$ cat src/rtl/axis_packet_gen.sv
`default_nettype none
// ============================================================================
// Module   : axis_packet_gen
// Purpose  : AXI4-Stream traffic source. Emits a run of packets with
//            programmable length, count, inter-packet gap, partial final
//            beat and data pattern. All outputs are registered.
// Revision : 1.0 - initial release
// ============================================================================
module axis_packet_gen #(
  parameter int DATA_WIDTH = 32,
  parameter int LEN_WIDTH  = 16,
  parameter int GAP_WIDTH  = 8,
  parameter int CNT_WIDTH  = 16
) (
  input  logic                             ACLK,
  input  logic                             ARESET,
  input  logic                             start,
  input  logic                             stop,
  input  logic [LEN_WIDTH-1:0]             cfg_len,
  input  logic [CNT_WIDTH-1:0]             cfg_num_pkts,
  input  logic [GAP_WIDTH-1:0]             cfg_gap,
  input  logic [$clog2(DATA_WIDTH/8):0]    cfg_tail_bytes,
  input  logic [1:0]                       cfg_mode,
  input  logic [DATA_WIDTH-1:0]            cfg_seed,
  output logic                             busy,
  output logic                             done,
  output logic [CNT_WIDTH-1:0]             pkt_count,
  output logic [DATA_WIDTH-1:0]            M_AXIS_TDATA,
  output logic [DATA_WIDTH/8-1:0]          M_AXIS_TKEEP,
  output logic                             M_AXIS_TVALID,
  input  logic                             M_AXIS_TREADY,
  output logic                             M_AXIS_TLAST
);

  localparam int KEEP_WIDTH = DATA_WIDTH / 8;
  localparam int TAIL_WIDTH = $clog2(KEEP_WIDTH) + 1;
  localparam int HALF_WIDTH = DATA_WIDTH / 2;

  typedef enum logic [1:0] {
    ST_IDLE   = 2'd0,
    ST_STREAM = 2'd1,
    ST_GAP    = 2'd2
  } state_t;

  state_t                  state, state_nx;

  // Shadow copies of the configuration, frozen for the duration of a run
  logic [LEN_WIDTH-1:0]    len_sh;
  logic [CNT_WIDTH-1:0]    num_sh;
  logic [GAP_WIDTH-1:0]    gap_sh;
  logic [TAIL_WIDTH-1:0]   tail_sh;
  logic [1:0]              mode_sh;
  logic [DATA_WIDTH-1:0]   seed_sh;

  logic [LEN_WIDTH-1:0]    beat, beat_nx;
  logic [GAP_WIDTH-1:0]    gap_cnt, gap_nx;
  logic [CNT_WIDTH-1:0]    pkt_nx, pkt_inc;
  logic                    stop_pend, pend_nx;
  logic                    valid_nx, done_nx, load;
  logic                    fire, last_beat, stop_req, run_end;

  // Pattern sources: the live cfg inputs on the loading cycle, shadows after
  logic [LEN_WIDTH-1:0]    src_len;
  logic [TAIL_WIDTH-1:0]   src_tail;
  logic [1:0]              src_mode;
  logic [DATA_WIDTH-1:0]   src_seed;
  logic [DATA_WIDTH-1:0]   raw_nx, data_nx;
  logic [KEEP_WIDTH-1:0]   keep_nx;
  logic                    last_nx;

  function automatic logic [DATA_WIDTH-1:0] pattern(
    input logic [1:0]            mode,
    input logic [DATA_WIDTH-1:0] seed,
    input logic [CNT_WIDTH-1:0]  p,
    input logic [LEN_WIDTH-1:0]  b
  );
    logic [LEN_WIDTH-1:0] bit_pos;
    bit_pos = b % LEN_WIDTH'(DATA_WIDTH);
    case (mode)
      2'd0:    return seed + DATA_WIDTH'(b);
      2'd1:    return seed;
      2'd2:    return {HALF_WIDTH'(p), HALF_WIDTH'(b)};
      default: return DATA_WIDTH'(1) << bit_pos;
    endcase
  endfunction

  assign fire      = M_AXIS_TVALID & M_AXIS_TREADY;
  assign last_beat = (beat == len_sh - LEN_WIDTH'(1));
  assign stop_req  = stop_pend | stop;
  assign pkt_inc   = (&pkt_count) ? pkt_count : pkt_count + CNT_WIDTH'(1);
  assign run_end   = (num_sh != '0) && (pkt_count + CNT_WIDTH'(1) == num_sh);

  // Next state, beat/packet/gap counters and stop bookkeeping
  always_comb begin
    state_nx = state;
    beat_nx  = beat;
    pkt_nx   = pkt_count;
    gap_nx   = gap_cnt;
    pend_nx  = stop_pend;
    valid_nx = 1'b0;
    done_nx  = 1'b0;
    load     = 1'b0;
    case (state)
      ST_IDLE: begin
        pend_nx = 1'b0;
        if (start && (cfg_len != '0)) begin
          load     = 1'b1;
          state_nx = ST_STREAM;
          beat_nx  = '0;
          pkt_nx   = '0;
          valid_nx = 1'b1;
        end
      end
      ST_STREAM: begin
        valid_nx = 1'b1;
        pend_nx  = stop_req;
        if (fire) begin
          if (last_beat) begin
            pkt_nx  = pkt_inc;
            beat_nx = '0;
            if (run_end || stop_req) begin
              state_nx = ST_IDLE;
              valid_nx = 1'b0;
              done_nx  = 1'b1;
              pend_nx  = 1'b0;
            end else if (gap_sh != '0) begin
              state_nx = ST_GAP;
              gap_nx   = gap_sh;
              valid_nx = 1'b0;
            end
          end else begin
            beat_nx = beat + LEN_WIDTH'(1);
          end
        end
      end
      ST_GAP: begin
        pend_nx = stop_req;
        if (stop_req) begin
          state_nx = ST_IDLE;
          done_nx  = 1'b1;
          pend_nx  = 1'b0;
        end else if (gap_cnt <= GAP_WIDTH'(1)) begin
          state_nx = ST_STREAM;
          valid_nx = 1'b1;
        end else begin
          gap_nx = gap_cnt - GAP_WIDTH'(1);
        end
      end
      default: state_nx = ST_IDLE;
    endcase
  end

  // Contents of the beat to be presented after the next edge
  always_comb begin
    src_len  = load ? cfg_len        : len_sh;
    src_tail = load ? cfg_tail_bytes : tail_sh;
    src_mode = load ? cfg_mode       : mode_sh;
    src_seed = load ? cfg_seed       : seed_sh;
    raw_nx   = pattern(src_mode, src_seed, pkt_nx, beat_nx);
    last_nx  = valid_nx && (beat_nx == src_len - LEN_WIDTH'(1));
    if (!valid_nx)
      keep_nx = '0;
    else if (last_nx && (src_tail != '0))
      keep_nx = ~({KEEP_WIDTH{1'b1}} << src_tail);
    else
      keep_nx = '1;
    data_nx = '0;
    for (int i = 0; i < KEEP_WIDTH; i++)
      data_nx[8*i +: 8] = keep_nx[i] ? raw_nx[8*i +: 8] : 8'h00;
  end

  // State, counters, shadow configuration and registered outputs
  always_ff @(posedge ACLK or posedge ARESET) begin
    if (ARESET) begin
      state         <= ST_IDLE;
      beat          <= '0;
      gap_cnt       <= '0;
      stop_pend     <= 1'b0;
      len_sh        <= '0;
      num_sh        <= '0;
      gap_sh        <= '0;
      tail_sh       <= '0;
      mode_sh       <= '0;
      seed_sh       <= '0;
      pkt_count     <= '0;
      busy          <= 1'b0;
      done          <= 1'b0;
      M_AXIS_TVALID <= 1'b0;
      M_AXIS_TDATA  <= '0;
      M_AXIS_TKEEP  <= '0;
      M_AXIS_TLAST  <= 1'b0;
    end else begin
      state         <= state_nx;
      beat          <= beat_nx;
      gap_cnt       <= gap_nx;
      stop_pend     <= pend_nx;
      pkt_count     <= pkt_nx;
      busy          <= (state_nx != ST_IDLE);
      done          <= done_nx;
      M_AXIS_TVALID <= valid_nx;
      M_AXIS_TDATA  <= data_nx;
      M_AXIS_TKEEP  <= keep_nx;
      M_AXIS_TLAST  <= last_nx;
      if (load) begin
        len_sh  <= cfg_len;
        num_sh  <= cfg_num_pkts;
        gap_sh  <= cfg_gap;
        tail_sh <= cfg_tail_bytes;
        mode_sh <= cfg_mode;
        seed_sh <= cfg_seed;
      end
    end
  end

endmodule
`default_nettype wire

$ cat config.mk
export PLATFORM = sky130hd
export DESIGN_NAME = axis_packet_gen
export DESIGN_NICKNAME = d
export VERILOG_FILES = /design/src/rtl/axis_packet_gen.sv
export SDC_FILE = /design/constraint.sdc
export NUM_CORES = 1
export LEC_CHECK = 0
export ABC_AREA = 1
export BUFFER_PORTS_ARGS = -buffer_cell sky130_fd_sc_hd__buf_2
export CELL_PAD_IN_SITES_DETAIL_PLACEMENT = 0
export CELL_PAD_IN_SITES_GLOBAL_PLACEMENT = 1
export CORE_MARGIN = 3
export CORE_UTILIZATION = 35
export DETAILED_ROUTE_END_ITERATION = 6
export GPL_TIMING_DRIVEN = 1
export PLACE_DENSITY = 0.79
export SYNTH_ARGS = -nofsm -noshare
export SYNTH_HDL_FRONTEND = slang
export SYNTH_SLANG_ARGS = --single-unit
$ cat constraint.sdc
create_clock -name ACLK -period 5.1 [get_ports ACLK]
set_input_delay 0.51 -clock ACLK [delete_from_list [all_inputs] [get_ports ACLK]]
set_output_delay 0.51 -clock ACLK [all_outputs]
set_load 0.1 [all_outputs]
==> results.toml <==
[cts]
cts_tree = "done"
cts_made_buffers = 17
cts_buffer_depth = 2
clock-sinks = 159
cts_hold_buf = 0
cts-root-buf = "clkbuf_16"
clock_latency_ps = 440
cts_htree_levels = 4
clk_pin_slew_ps = 60

[floorplanning]
start_util_pct = 35.6
pin_count = 138
rows = 65
die-area_um2 = 34500
die_y_um = 186
core-area_um2 = 31700
die_w_um = 186

[cells_and_area]
drive_gt1_share_pct = 14.6
finalNetCount = 1939
syn_to_final_growth_pct = 16.1
final_area_um2 = 13100

[pwr]
switchingPower_mw = 4.56
power.sequential.fraction_pct = 24.2
p_clk_share_pct = 15.7
power.density_nw_per_um2 = 643
p_comb_share_pct = 60.1
power_mw = 8.44
switching_share_pct = 54.1
p_int_mw = 3.87
p_leak_nw = 6.55
peakVddDrop_uv = 442

[timing]
max_freq_mhz = 215
post-route-period-util_pct = 91.0
tightest_slew_ps = 888
hold_violations = 0
setup_viol = 0
fin_ws_ps = 458
fin_crit_ps = 4640
skew_ps = 12.2
fin_tns_setup_ps = 0
slew_violations = 0
rsz0062_at_grt = "true"
slew_headroom_pct = 40.6

[worst_setup_path]
r2r-start = "len_sh[0]"
crit_top_cell = "nand2_1"
r2r_end = "M_AXIS_TDATA[18]"
slowest_delay_ps = 410
critPathLaunchType = "flop"
reg2reg_slack_ps = 460
crit_fanout = 6
end_kind = "flop"
worstSetupEndpoint = "M_AXIS_TDATA[18]"
slowest_stage = "dfrtp_1"
cp.required_ps = 5470
startpoint = "len_sh[0]"
worstPathArrival_ps = 5010
crit_type = "flop to flop"
worstRegToRegCells = 32

[global_route]
grt_pass1_wl_um = 57900
grt_pass1_vias = 10800
gr-usage-all-layers_pct = 21.4
grt_start_max_net_pins = 96
antenna_found_initial = 0
overflow = 0

[route]
drt_iter0_drc = 754
drc_errors = 0
routedWlPerCell_um = 16.5
drt_pass1_iterations = 5
drt-total-wl_um = 37000
vias_per_cell = 5.09
dr_total_vias = 11400
ant_nets = 0

[logic_synthesis]
synth_edf_count = 0
avgSynthCellArea_um2 = 6.66
synth.distinct_cells = 50
synthFlopType = "dfrtp_1"
postSynthCellCount = 1696
synth-warning-count = 0
syn-cell-area_um2 = 11300
async_flop_share_pct = 100
seq_area_frac_synth_pct = 35.2
synth_seq_cells = 159
synth_nets = 1805

[status]
status = "finished, final reports clean"

[min_path]
hold_class = "input port to async pin"

[place]
dp_slack_ps = 285
portBuffers = 137
dp_hpwl_um = 29200
placed_area_um2 = 12500
globalplace.congestion = 0.924

[flow_run]
cap_violations = 0
==> cells in the final DEF (no fill, tap or decap), types with 5 or more instances in the layout <==
master	count
a31oi_1	5
or2_2	26
o21ai_0	123
nand3b_1	7
nand4_1	55
a21oi_1	51
o21ai_1	8
nor2_1	171
xnor2_1	8
buf_2	137
xor2_1	30
nor3_1	12
buf_4	32
nor4_1	6
o211ai_1	17
nand2_1	546
o22ai_1	9
nor2_2	10
clkbuf_16	17
a221oi_1	10
inv_1	194
nand3_2	7
ha_1	26
dfrtp_1	159
nand3_1	112
nand2_2	8
==> flip-flops by register name, indices dropped and copies added, names as in the netlist, 2 cells and up <==
name and cells:
M_AXIS_TDATA 32, M_AXIS_TKEEP 4, beat 16, gap_cnt 8, gap_sh 8, len_sh 16, mode_sh 2, num_sh 16
pkt_count 16, seed_sh 32, state 2, tail_sh 3
==> worst min-delay path by stage <==
stage,start,end,cells past startpoint
floorplan,seed_sh[31],seed_sh[31],2
global placement,stop_pend,stop_pend,2
detailed placement,stop_pend,stop_pend,2
CTS,ARESET,gap_sh[5],2
global route,ARESET,gap_sh[5],2
finish,ARESET,gap_sh[5],2
==> kinds of logic (layout without fill, tap and decap cells) <==
logic type	count (synthesis)	count (layout)	synth area share [%]
compound gates	240	240	12.3
xor+xnor	38	38	2.94
fa+ha+maj	27	27	3.06
buf+inv	255	401	8.92
flops	159	159	35.2
mux	1	1	0.0886
other cells	0	1	0
simple gates	976	976	37.5
==> power by group through the flow <==
stage | registers [mW] | clock network [mW] | logic, mW
2_1_floorplan | 2.88 | 0 | 2.92
3_3_place_gp | 2.06 | 0 | 5.01
3_5_place_dp | 2.05 | 0 | 5.03
4_1_cts | 2.04 | 1.36 | 5.06
5_1_grt | 2.09 | 1.41 | 5.64
6_report | 2.04 | 1.32 | 5.07
==> final cells by class <==
type / instances / area (µm²)
clock inverter: 10 / 138
clock buffer: 21 / 460
inverter: 200 / 756
tap: 402 / 503
sequential: 159 / 3980
fill: 3353 / 18600
antenna: 1 / 2.50
timing repair buffer: 170 / 946
multi-input combinational: 1282 / 6340
==> per-layer routing <==
| metal | track usage [%] | wire length, µm | up-vias |
|---|---|---|---|
| met3 | 3.42 | 1860 | 45 |
| li1 | - | - | 5766 |
| met2 | 33.2 | 16400 | 308 |
| met1 | 31.0 | 17900 | 5303 |
| met5 | 0 | 0 | - |
| met4 | 5.99 | 822 | 0 |
==> metrics by stage <==
step	hold slack [ps]	util, %	cells
2_1_floorplan	448	-	1696
3_3_place_gp	470	39.3	2208
3_5_place_dp	477	39.3	2208
4_1_cts	188	41.2	2239
5_1_grt	211	41.4	2244
6_report	165	41.4	2245
==> critical path, delay by kind of cell, from the launching register on <==
kind            cells  cell delay [ps]
fa+ha+maj           3              860
compound gates      3              410
simple gates       24             2680
flops               1              410
buf+inv             2              200
==> synthesized netlist by cell type (8+ instances only) <==
| library cell | instances | area [µm²] |
|---|---|---|
| nand2_1 | 547 | 2050 |
| inv_1 | 196 | 736 |
| nor2_1 | 173 | 649 |
| dfrtp_1 | 159 | 3980 |
| o21ai_0 | 124 | 621 |
| nand3_1 | 113 | 566 |
| nand4_1 | 55 | 344 |
| a21oi_1 | 52 | 260 |
| xor2_1 | 30 | 263 |
| ha_1 | 26 | 325 |
| or2_2 | 26 | 163 |
| clkbuf_1 | 25 | 93.8 |
| buf_2 | 17 | 85.1 |
| o211ai_1 | 17 | 128 |
| nor3_1 | 12 | 60.1 |
| a221oi_1 | 10 | 87.6 |
| nor2_2 | 9 | 56.3 |
| o22ai_1 | 9 | 56.3 |
| buf_1 | 8 | 30.0 |
| xnor2_1 | 8 | 70.1 |
==> repair_timing <==
item	in CTS	in global routing
gates resized for setup	0	6
buffers inserted	0	5
endpoints found under the setup margin	0	13
Note: power is estimated with default switching activity, not from simulation.
